[src/rtl/fetch_stage.sv]
// fetch_stage: instruction-fetch stage with PC, next-PC select and IF/ID pipeline latch
// Ports:
//   CLK, nRST                 clock (rising edge), asynchronous active-low reset
//   pc_en, id_en, flushed     hazard-unit controls: PC update, IF/ID load, IF/ID squash
//   pc_src                    next-PC select: 0=PC+step, 1=branch, 2=jump, 3=jr
//   branch_addr, jump_addr    redirect targets (jump_addr is the J-type 26-bit field)
//   jr_addr                   register target for jr
//   halt                      stop fetching; leaves HALTED only through reset
//   ihit, imemload            instruction memory hit and returned word
//   imemREN, imemaddr         instruction memory read request and address (= pc)
//   instr_id, npc_id          IF/ID instruction and its PC+step
//   valid_id                  IF/ID holds a real instruction
//   fetch_cnt                 number of instructions loaded into IF/ID
module fetch_stage #(
    parameter logic [31:0] PC_INIT = 32'h0000_0000,
    parameter logic [31:0] PC_STEP = 32'd4
) (
    input  logic        CLK,
    input  logic        nRST,
    input  logic        pc_en,
    input  logic        id_en,
    input  logic        flushed,
    input  logic [1:0]  pc_src,
    input  logic [31:0] branch_addr,
    input  logic [25:0] jump_addr,
    input  logic [31:0] jr_addr,
    input  logic        halt,
    input  logic        ihit,
    input  logic [31:0] imemload,
    output logic        imemREN,
    output logic [31:0] imemaddr,
    output logic [31:0] instr_id,
    output logic [31:0] npc_id,
    output logic        valid_id,
    output logic [31:0] fetch_cnt
);
    typedef enum logic {RUN, HALTED} state_t;
    state_t      state;
    logic [31:0] pc;
    logic [31:0] pc_seq;
    logic [31:0] target;
    logic        run;
    assign run      = (state == RUN);
    assign pc_seq   = pc + PC_STEP;
    assign imemREN  = run;
    assign imemaddr = pc;
    // jump keeps the upper nibble of the delay-slot PC held in IF/ID
    always_comb
        target = pc_src == 2'd1 ? branch_addr :
                 pc_src == 2'd2 ? {npc_id[31:28], jump_addr, 2'b00} :
                 pc_src == 2'd3 ? jr_addr : pc_seq;
    always_ff @(posedge CLK or negedge nRST) begin
        if (!nRST) begin
            state     <= RUN;
            pc        <= PC_INIT;
            instr_id  <= '0;
            npc_id    <= '0;
            valid_id  <= 1'b0;
            fetch_cnt <= '0;
        end else begin
            if (run) begin
                if (halt)
                    state <= HALTED;
                // a redirect wins over an outstanding fetch
                if (pc_en && pc_src != 2'd0)
                    pc <= target;
                else if (pc_en && ihit)
                    pc <= pc_seq;
            end
            if (flushed) begin
                instr_id <= '0;
                npc_id   <= '0;
                valid_id <= 1'b0;
            end else if (id_en) begin
                if (run && ihit) begin
                    instr_id  <= imemload;
                    npc_id    <= pc_seq;
                    valid_id  <= 1'b1;
                    fetch_cnt <= fetch_cnt + 32'd1;
                end else begin
                    instr_id <= '0;
                    npc_id   <= '0;
                    valid_id <= 1'b0;
                end
            end
        end
    end
endmodule

[config.mk]
export PLATFORM = sky130hd
export DESIGN_NAME = fetch_stage
export DESIGN_NICKNAME = d
export VERILOG_FILES = /design/src/rtl/fetch_stage.sv
export SDC_FILE = /design/constraint.sdc
export NUM_CORES = 1
export LEC_CHECK = 0
export ABC_AREA = 1
export CORE_ASPECT_RATIO = 1.25
export CORE_MARGIN = 1
export CORE_UTILIZATION = 43
export CTS_CLUSTER_DIAMETER = 120
export CTS_CLUSTER_SIZE = 25
export DETAILED_ROUTE_END_ITERATION = 8
export HOLD_SLACK_MARGIN = 0.03
export PLACE_DENSITY = 0.78
export SLEW_MARGIN = 0
export SYNTH_ARGS = -nofsm -noshare
export SYNTH_HDL_FRONTEND = slang
export SYNTH_SLANG_ARGS = --single-unit
[constraint.sdc]
create_clock -name CLK -period 2.05 [get_ports CLK]
set_input_delay 0.205 -clock CLK [delete_from_list [all_inputs] [get_ports CLK]]
set_output_delay 0.205 -clock CLK [all_outputs]
set_load 0.05 [all_outputs]
==> flow_summary.ini <==
[clock_network]
clock-sinks = 130
clkLatencyLatePin_ns = 0.42
clk_pin_slew_worst_paths_ns = 0.06
cts_buffer_depth = 2
cts_buffers = 17
post_cts_buffers = 0
h-tree-depth = 4
cts_tree = built
cts-root-buf = clkbuf_16

[final_layout]
layout.cell_area.non_filler_mm2 = 0.0110
fin_util = 0.674
antenna_cells = 0
seqCellArea_mm2 = 0.00325
multi_input_area_mm2 = 0.00347
final_layout_size_suffix_gt1_frac = 0.0867
area_delta_synth_final_pct = 52.6
layout.nets = 1343
nFillCells = 1343

[placement]
port-buffer-count = 260
dp_hpwl_um = 18500
place.gp.congestion = 0.907
place_area_mm2 = 0.0103

[route]
drt-initial-drc-count = 420
drcViolationCount = 0
wl_per_cell_um = 16.4
ant_nets = 0
vias = 7532
drt_pre_antenna_iters = 7
vias_per_cell = 5.23
routed_wl_um = 23600

[yosys]
ys_seq_elements = 130
synth_cell_types = 39
synthFlopType = dfrtp_1
synthArstFlopShare = 1.00
yosys_warnings = 0
synth_nets = 1055
synth-edff-count = 0
ys_seq_area_frac = 0.453
syn-cell-area_mm2 = 0.00719
syn_inst = 922
avgSynthCellArea_um2 = 7.79

[global_route]
grt_pass1_wl_um = 37500
grt_overflow_total = 0
grt_max_degree = 69
grt_pass1_vias = 7305
antenna_found_initial = 0
grtUsageTotal = 0.278

[timing]
whs_ns = 0.237
period_needed_ns = 1.99
relSlewSlack = 0.620
finalSetupTns_ns = 0
setup_viol = 0
hold_viol_final = 0
slew_viol_final = 0
fin_skew_ns = 0.0120
fmax_mhz = 502
rsz0062_at_grt = no
worst_pin_slew_ns = 0.569
fin_crit_sh = 0.971

[floorplanning]
dieArea_mm2 = 0.0172
pin_count = 261
die_w_um = 118
rows = 52
core_mm2 = 0.0163
initial_core_util = 0.442
dieHeight_um = 147

[critical_path]
cp_max_fo = 5
cp_num_buf_inv = 1
crit_start = imemaddr[16]
required_ns = 1.85
reg2reg_from = imemaddr[2]
cp-end-kind = primary output
slowest_delay_ns = 0.88
startpoint_type = register
crit_slowest_cell = clkdlybuf4s50_1
timing.rr.end = imemaddr[16]
critical-path-top-delay-family = buffers and inverters
crit_chain = clkdlybuf4s50_1
crit_arrival_ns = 1.79
r2r_slack_ns = 0.17
r2r_cells = 9
critPathKind = register to primary output
crit_cells = 1

[flow_run]
cap_violations = 0

[power]
leakagePower_nw = 4.99
vdd_drop_max_mv = 0.508
powerDensity_mw_per_mm2 = 745

[min_path]
min_path_type = input pin to asynchronous set/reset pin

[outcome]
status = finished clean
[flip-flops by register name, indices dropped and copies added (netlist names)]
register and cells:
valid_id 1, fetch_cnt 32, imemaddr 32, instr_id 32, state 1, npc_id 32
[layout by cell type, fill, tap and decap left out, types with 3 or more instances in the layout]
cell             netlist  layout
clkdlybuf4s50_1        0     257
nand2_1              246     246
dfrtp_1              130     130
nor2_1                99      97
inv_1                 81      80
o21ai_0               64      64
a21oi_1               46      46
a22o_1                43      43
nand3_1               43      42
buf_4                  2      38
xor2_1                32      32
clkbuf_16              0      17
nor3_1                15      15
xnor2_1               11      11
nand4_1               11      11
nor2_4                 6       7
o211ai_1               7       7
buf_12                 0       7
o21ai_1                6       6
nor2_2                 4       5
inv_2                  4       5
a31oi_1                5       5
or2_2                  4       4
bufinv_16              0       4
clkinv_4               0       4
nand2_2                3       3
a221oi_1               3       3
nand3b_1               3       3
[worst register-to-register path: stages (launching register included)]
cell	delay (ns)
dfrtp_1	0.35
ha_1	0.19
nand3_2	0.15
nor2_2	0.17
buf_4	0.13
inv_1	0.04
nor2_2	0.24
xor2_1	0.35
o21ai_0	0.12
nand2_1	0.07
[synth_stat cells, types with 5 or more instances]
library cell	number	area, µm²
a21oi_1	46	230
a22o_1	43	377
a31oi_1	5	31.3
buf_2	16	80.1
clkbuf_1	18	67.6
dfrtp_1	130	3250
inv_1	81	304
nand2_1	246	923
nand3_1	43	215
nand4_1	11	68.8
nor2_1	99	372
nor2_4	6	67.6
nor3_1	15	75.1
o211ai_1	7	52.6
o21ai_0	64	320
o21ai_1	6	30.0
xnor2_1	11	96.3
xor2_1	32	280
[repair_timing]
action	CTS	global route
endpoints found under the hold margin	44	0
hold buffers	1	0
setup endpoints to repair	0	4
resized for setup	0	3
[cell families after synthesis]
| family | after synthesis | synth area share |
|---|---|---|
| and+or+nand+nor | 437 | 0.256 |
| AOI/OAI and AO/OA | 189 | 0.168 |
| DFF | 130 | 0.453 |
| buffers and inverters | 121 | 0.0670 |
| xor gates and xnor gates | 43 | 0.0524 |
| adders and majority gates | 2 | 0.00348 |
[worst max-delay path by stage]
stage | end | slack [ns]
after detailed placement | imemaddr[5] | -0.04
final | imemaddr[16] | 0.06
after floorplan | imemaddr[22] | 0.03
after global placement | imemaddr[5] | -0.06
after global routing | imemaddr[14] | 0.01
after CTS | imemaddr[4] | 0.02
[metal layers]
metal / share of wire / up-vias / global-route usage
li1: - / 3629 / -
met1: 0.39 / 3488 / 0.321
met2: 0.50 / 364 / 0.485
met3: 0.068 / 51 / 0.0645
met4: 0.035 / 0 / 0.129
met5: 0 / - / 0
[stage by stage]
step	cells	worst slack (ns)	total power, mW
6_report	1439	0.0595	8.17
4_1_cts	1439	0.0165	8.21
3_5_place_dp	1406	-0.0365	4.96
2_1_floorplan	922	0.0312	3.98
5_1_grt	1439	0.0130	8.49
3_3_place_gp	1406	-0.0602	4.95
[area by class of cell]
type / instances / area share
clock inverters: 12 / 0.0165
repair buffers: 305 / 0.276
inverters: 85 / 0.0291
clock buffers: 20 / 0.0407
multi-input cells: 671 / 0.316
well taps: 216 / 0.0246
flip-flops and latches: 130 / 0.297
[where the power goes]
part	leakage (nW)	total, mW	internal [mW]	switching (mW)
Clock	0.305	3.23	2.07	1.16
Sequential	1.69	2.93	2.71	0.220
Combinational	2.99	2.01	0.771	1.24
Note: power is estimated with default switching activity, not from simulation.
